===== config.mk =====
export PLATFORM = sky130hd
export DESIGN_NAME = sdram_arbiter
export DESIGN_NICKNAME = d
export VERILOG_FILES = /design/src/rtl/sdram_arbiter.sv
export SDC_FILE = /design/constraint.sdc
export NUM_CORES = 1
export LEC_CHECK = 0
export ABC_AREA = 1
export BUFFER_PORTS_ARGS = -buffer_cell sky130_fd_sc_hd__clkbuf_2
export CORE_AREA = 8 8 118 120
export CTS_BUF_LIST = sky130_fd_sc_hd__clkbuf_8
export DETAILED_ROUTE_END_ITERATION = 12
export DIE_AREA = 0 0 126 128
export GPL_ROUTABILITY_DRIVEN = 0
export PLACE_DENSITY = 0.92
export SLEW_MARGIN = 20
export SYNTH_ARGS = -nofsm -noshare
export SYNTH_HDL_FRONTEND = slang
export SYNTH_SLANG_ARGS = --single-unit
export TNS_END_PERCENT = 30

===== constraint.sdc =====
create_clock -name clk -period 2.25 [get_ports clk]
set_input_delay 0.1125 -clock clk [delete_from_list [all_inputs] [get_ports clk]]
set_output_delay 0.1125 -clock clk [all_outputs]
set_load 0.03 [all_outputs]

===== src/rtl/sdram_arbiter.sv =====
// sdram_arbiter: two-port arbiter in front of the SDRAM controller.
// Port 0 is instruction fetch and port 1 is load/store. Requests go out one at a
// time on the controller interface, and every output comes straight from a flop.
// Build option: define SDRAM_ARB_FIXED_PRIO_EN to give port 1 fixed priority.
// When it is not defined, the ports take turns (round-robin).
module sdram_arbiter #(
  parameter int unsigned ADDR_W = 25
) (
  input  logic              clk,
  input  logic              resetn,
  input  logic              m0_valid,
  input  logic [ADDR_W-1:0] m0_addr,
  input  logic [31:0]       m0_wdata,
  input  logic [3:0]        m0_wmask,
  output logic [31:0]       m0_rdata,
  output logic              m0_ready,
  input  logic              m1_valid,
  input  logic [ADDR_W-1:0] m1_addr,
  input  logic [31:0]       m1_wdata,
  input  logic [3:0]        m1_wmask,
  output logic [31:0]       m1_rdata,
  output logic              m1_ready,
  output logic              mem_valid,
  output logic [ADDR_W-1:0] mem_addr,
  output logic [31:0]       mem_din,
  output logic [3:0]        mem_wmask,
  input  logic [31:0]       mem_dout,
  input  logic              mem_ready
);

  typedef enum logic [1:0] {StIdle, StBusy, StDone} state_e;

  state_e            state_q, state_d;
  logic              grant_q, grant_d;
  logic              last_grant_q, last_grant_d;
  logic              mem_valid_q, mem_valid_d;
  logic [ADDR_W-1:0] mem_addr_q, mem_addr_d;
  logic [31:0]       mem_din_q, mem_din_d;
  logic [3:0]        mem_wmask_q, mem_wmask_d;
  logic              m0_ready_q, m0_ready_d;
  logic              m1_ready_q, m1_ready_d;
  logic [31:0]       m0_rdata_q, m0_rdata_d;
  logic [31:0]       m1_rdata_q, m1_rdata_d;
  logic              pick;

  // Choose which port wins if a grant is made this cycle (1 = port 1).
  always_comb begin
    pick = m1_valid;
`ifdef SDRAM_ARB_FIXED_PRIO_EN
    // last_grant is still tracked below but has no effect in this build.
    if (m0_valid && m1_valid) pick = 1'b1;
`else
    if (m0_valid && m1_valid) pick = ~last_grant_q;
`endif
  end

  // Next-state logic and next values for the registered outputs.
  always_comb begin
    state_d      = state_q;
    grant_d      = grant_q;
    last_grant_d = last_grant_q;
    mem_valid_d  = mem_valid_q;
    mem_addr_d   = mem_addr_q;
    mem_din_d    = mem_din_q;
    mem_wmask_d  = mem_wmask_q;
    m0_ready_d   = 1'b0;
    m1_ready_d   = 1'b0;
    m0_rdata_d   = m0_rdata_q;
    m1_rdata_d   = m1_rdata_q;
    unique case (state_q)
      StIdle: begin
        mem_valid_d = 1'b0;
        if (m0_valid || m1_valid) begin
          grant_d      = pick;
          last_grant_d = pick;
          mem_valid_d  = 1'b1;
          // Force word alignment: bits [1:0] of the address are ignored.
          if (pick) begin
            mem_addr_d  = {m1_addr[ADDR_W-1:2], 2'b00};
            mem_din_d   = m1_wdata;
            mem_wmask_d = m1_wmask;
          end else begin
            mem_addr_d  = {m0_addr[ADDR_W-1:2], 2'b00};
            mem_din_d   = m0_wdata;
            mem_wmask_d = m0_wmask;
          end
          state_d = StBusy;
        end
      end
      StBusy: begin
        if (mem_ready) begin
          mem_valid_d = 1'b0;
          if (grant_q) begin
            m1_ready_d = 1'b1;
            if (mem_wmask_q == 4'd0) m1_rdata_d = mem_dout;
          end else begin
            m0_ready_d = 1'b1;
            if (mem_wmask_q == 4'd0) m0_rdata_d = mem_dout;
          end
          state_d = StDone;
        end
      end
      StDone: begin
        // No grant here, so a master has one cycle to drop or change its request.
        state_d = StIdle;
      end
      default: state_d = StIdle;
    endcase
  end

  // State and output registers. An asynchronous reset drops any access in flight.
  always_ff @(posedge clk or negedge resetn) begin
    if (!resetn) begin
      state_q      <= StIdle;
      grant_q      <= 1'b0;
      last_grant_q <= 1'b1;
      mem_valid_q  <= 1'b0;
      mem_addr_q   <= '0;
      mem_din_q    <= '0;
      mem_wmask_q  <= '0;
      m0_ready_q   <= 1'b0;
      m1_ready_q   <= 1'b0;
      m0_rdata_q   <= '0;
      m1_rdata_q   <= '0;
    end else begin
      state_q      <= state_d;
      grant_q      <= grant_d;
      last_grant_q <= last_grant_d;
      mem_valid_q  <= mem_valid_d;
      mem_addr_q   <= mem_addr_d;
      mem_din_q    <= mem_din_d;
      mem_wmask_q  <= mem_wmask_d;
      m0_ready_q   <= m0_ready_d;
      m1_ready_q   <= m1_ready_d;
      m0_rdata_q   <= m0_rdata_d;
      m1_rdata_q   <= m1_rdata_d;
    end
  end

  assign mem_valid = mem_valid_q;
  assign mem_addr  = mem_addr_q;
  assign mem_din   = mem_din_q;
  assign mem_wmask = mem_wmask_q;
  assign m0_ready  = m0_ready_q;
  assign m1_ready  = m1_ready_q;
  assign m0_rdata  = m0_rdata_q;
  assign m1_rdata  = m1_rdata_q;

endmodule


# --- After elaboration in Yosys (flattened, before gate mapping) ---
# Index checks and enable logic that the tools add are counted.
op_classes:
  eq_ne: 3
  muxes: 16
  n_bitwise: 2
  reduce_logical: 10
op_table:
  columns: ["op", "count"]
  rows:
  - ["2-to-1 mux 32 bit", 1]
  - ["2-to-1 mux 25 bit", 1]
  - ["2-to-1 mux 1 bit", 9]
  - ["AND reduction 4 bit", 2]
  - ["AND reduction 2 bit", 3]
  - ["logical NOT 4 bit", 1]
  - ["2-to-1 mux 2 bit", 2]
  - ["2-to-1 mux 4 bit", 1]
  - ["inequality test 2 bit (second input constant)", 2]
  - ["case mux 2 bit (2 select lines)", 1]
  - ["== test 2 x 1 -> 1 bit (second input constant)", 1]
  - ["logical NOT 2 bit", 1]
  - ["NOT 1 bit", 2]
  - ["case mux 1 bit (2 select lines)", 1]
  - ["nonzero test 2 bit", 1]
  - ["logical AND 1 bit", 1]
  - ["logical OR 1 bit", 1]
word_totals:
  reg_bits: 132
  input_bits: 159
  out_inout_bits: 128
  elab_cells: 42

# --- Depth between registers and ports, before layout ---
logic_depth:
  word_depth: 3
  ltp_mapped: 7
  depth_no_buf: 6

# --- Worst setup path after synthesis ---
# No wires, ideal clock.
synth_timing:
  path_kind: "register -> register"
  startpoint: "register mem_wmask_q[0], in the netlist mem_wmask[0]"
  endpoint: "register m0_rdata_q[10], in the netlist m0_rdata[10]"
  setup_ns: 0.118
  t_arrival_ns: 1.146
  t_required_ns: 2.132
  slack_ns: 0.986
  path_stages_with_launch: 8
  path_buffers: 1
  period_less_slack_ns: 1.264
  path_cell_list: "dfrtp_1 inv_1 nand2_1 nor2_1 nand2_1 buf_2 nand2_1 nand2_1"
synth_via:
  elab_chain_len: 2
synth_lines:
  columns: ["element", "line", "source"]
  rows:
  - ["from (decl)", "39", "logic [3:0] mem_wmask_q, mem_wmask_d;"]
  - ["from (signal assigned)", "132", "mem_wmask_q <= mem_wmask_d;"]
  - ["logical NOT 4 bit", "98", "if (mem_wmask_q == 4'd0) m0_rdata_d = mem_dout;"]
  - ["AND reduction 4 bit (no source line)", null, null]
  - ["to (signal assigned)", "135", "m0_rdata_q <= m0_rdata_d;"]
  - ["to (decl)", "42", "logic [31:0] m0_rdata_q, m0_rdata_d;"]
# Every way passes these cells.
# A chain may end at the register's enable or synchronous reset.

# --- Worst setup path after layout ---
layout_timing:
  startpoint: "register state_q[1]"
  endpoint: "register mem_din_q[14], in the netlist mem_din[14]"
layout_via:
  elab_chain_len: 2
layout_lines:
  columns: ["element", "line", "source"]
  rows:
  - ["from (decl)", "33", "state_e state_q, state_d;"]
  - ["from (signal assigned)", "114", "state_q <= StIdle;"]
  - ["from (signal assigned)", "126", "state_q <= state_d;"]
  - ["logical NOT 2 bit", "70", "unique case (state_q)"]
  - ["AND reduction 2 bit (no source line)", null, null]
  - ["to (signal assigned)", "131", "mem_din_q <= mem_din_d;"]
  - ["to (decl)", "38", "logic [31:0] mem_din_q, mem_din_d;"]
# Every way passes these cells.

==> reports/qor.yml <==
boundaryPins: 287
cp_common_cell: "nand2_1"
critical_path.max_stage_delay_ns: 0.62
layout.nets: 1322
post_cts_resized: 0
yosys.area.top_type_share_pct: 52.6
reg2reg_slack_ns: 0.24
drive_gt1_share_pct: 28.7
cts_root_buffer: "clkbuf_8"
crit_path_end_kind: "flip-flop"
num_rows: 41
area_growth_pct: 53.4
grt_pass1_vias: 7553
cp_max_fo: 37
peakVddDrop_uv: 1070
cts_setup_buffers: 0
cts_max_path_buffers: 2
crit_family: "buffers and inverters"
routedWlPerCell_um: 18.5
die_w_um: 126
worstPathRequired_ns: 2.64
overflow: 0
synthCells: 763
final_common_cell: "nand2_1"
grt_start_max_net_pins: 131
netlist_area_um2: 6140
synth_cell_types: 16
cts_tree: "done"
drc_errors: 0
cpMaxStageDelayCell: "dlygate4sd3_1"
total_leakage_power_nw: 5.34
first_iter_violations: 782
dieArea_um2: 16100
p_total_mw: 12.7
setup_violations: 0
synth_area_leaders: "dfrtp_1 (53%), nand2_1 (19%), nand3_1 (10%), nand3b_1 (7.2%), inv_1 (4.1%)"
skew_ns: 0.0226
vias: 7229
layout_common_cells: "nand2_1 (316), clkbuf_2 (279), dlygate4sd3_1 (137), dfrtp_1 (129), nand3_1 (123)"
timing.final.ws_setup_ns: 0.243
numCtsBuffers: 17
dr.pass1.iters: 6
slew_headroom_pct: 52.3
core_um2: 12200
antenna_found_initial: 0
hp-class: "in -> reg"
cap_viol_max_count: 0
p_per_area_nw_per_um2: 1350
hpwl_um: 13700
yosysTopAreaCell: "dfrtp_1"
ys_ff_latch: 130
status: "complete, no violations"
via_per_inst: 5.45
slew_violations: 0
h-tree-depth: 4
wirelength_um: 24500
clkSlewWorstSetupHoldPaths_ns: 0.09
start_kind: "flip-flop"
ctsHoldBuffers: 137
die_y_um: 128
crit_chain: "inv_2 -> nand2_1 -> nor2_4 -> buf_4 -> nand3_1 -> dlygate4sd3_1 -> nand2_1"
start_util_pct: 50.3
post-route-period-util_pct: 89.2
ant_nets: 0
ys_seq_area_share_pct: 53.0
clkSinkCount: 130
finalHoldViolations: 0
grt_first_pass_wirelength_um: 38500
crit_buf_inv: 3
finalNonFillerCells: 1326
syn_area_per_cell_um2: 8.04
grt_use_total_pct: 30.3
n_antenna_cell: 0
yosysWarnings: 0
io_buffer_count: 280
arrival_ns: 2.40
fmax_ghz: 0.498
rsz0062_at_grt: "no"
period_needed_ns: 2.01
pre_cts_ws_ns: 0.715
clk_latency_ns: 0.45
placedCellCount: 1157
fin_tns_setup_ns: 0
worstMarginPinSlew_ns: 0.716
path_class: "reg -> reg"
fin_util_pct: 77.1
[where the power goes]
group	internal [mW]	switching, mW	total (mW)
clock network	1.30	0.971	2.27
logic	1.92	4.49	6.40
registers	3.38	0.661	4.04
total	6.60	6.12	12.7
[synth_stat cells]
cell type	n
dfrtp_1	129
nor2_1	3
o21ai_0	3
nand3b_1	59
buf_2	27
inv_2	2
nor2_2	1
nand3_1	123
dfstp_2	1
inv_1	67
clkbuf_1	9
nor2_4	3
conb_1	1
nand2_2	3
nand2_1	316
buf_4	16
[cell families (layout without fill, tap and decap cells)]
| logic type | Yosys count | after routing | share of synthesized area (%) |
|---|---|---|---|
| AO/OA/AOI/OAI | 3 | 3 | 0.245 |
| buffers and inverters | 121 | 533 | 8.93 |
| flip-flops | 130 | 130 | 53.0 |
| other | 1 | 2 | 0.0611 |
| AND/OR/NAND/NOR | 508 | 508 | 37.7 |
[sequential cells by signal (all words and copies together), names as in the netlist, 2 cells and up]
register / count
m0_rdata: 32
m1_rdata: 32
mem_addr: 23
mem_din: 32
mem_wmask: 4
state_q: 2
[final cells by class]
cell class | instances | area, um2
sequential | 130 | 3250
clock inverter | 12 | 179
fill | 729 | 2800
clock buffer | 20 | 275
multi-input combinational | 513 | 2340
inverter | 69 | 259
timing repair buffer | 432 | 2910
tap | 150 | 188
[final timing paths]
check                      cells past startpoint                  endpoint                startpoint
min in group asynchronous                      3  m0_rdata[17]$_DFFE_PN0P_                    resetn
hold / removal                                 4   mem_din[30]$_DFFE_PN0P_              m1_wdata[30]
setup / recovery                               7   mem_din[14]$_DFFE_PN0P_    state_q[1]$_DFFE_PN0P_
hold reg to reg                                2  last_grant_q$_DFFE_PN1P_  last_grant_q$_DFFE_PN1P_
max in group asynchronous                      3   mem_din[27]$_DFFE_PN0P_                    resetn
setup reg to reg                               7   mem_din[14]$_DFFE_PN0P_    state_q[1]$_DFFE_PN0P_
[tightest hold or removal path: stages]
cell	delay, ns
clkbuf_2	0.07
nand3b_1	0.10
nand3_1	0.07
nand2_1	0.06
[routing by layer]
metal	global-route usage, %	vias to the layer above	part of all wire (%)
met5	0	-	0
met4	22.2	0	6.8
met3	8.24	135	8.6
met2	52.0	541	50
met1	31.6	3381	34
li1	-	3172	-
[through the flow]
stage / cell area [um2] / hold WS (ns)
5_1_grt: 9410 / 0.0331
3_5_place_dp: 7590 / 0.283
3_3_place_gp: 7590 / 0.281
2_1_floorplan: 6140 / -0.183
4_1_cts: 9410 / 0.0000376
6_report: 9410 / 0.0146
No activity file was read; power rests on OpenSTA's default activity.
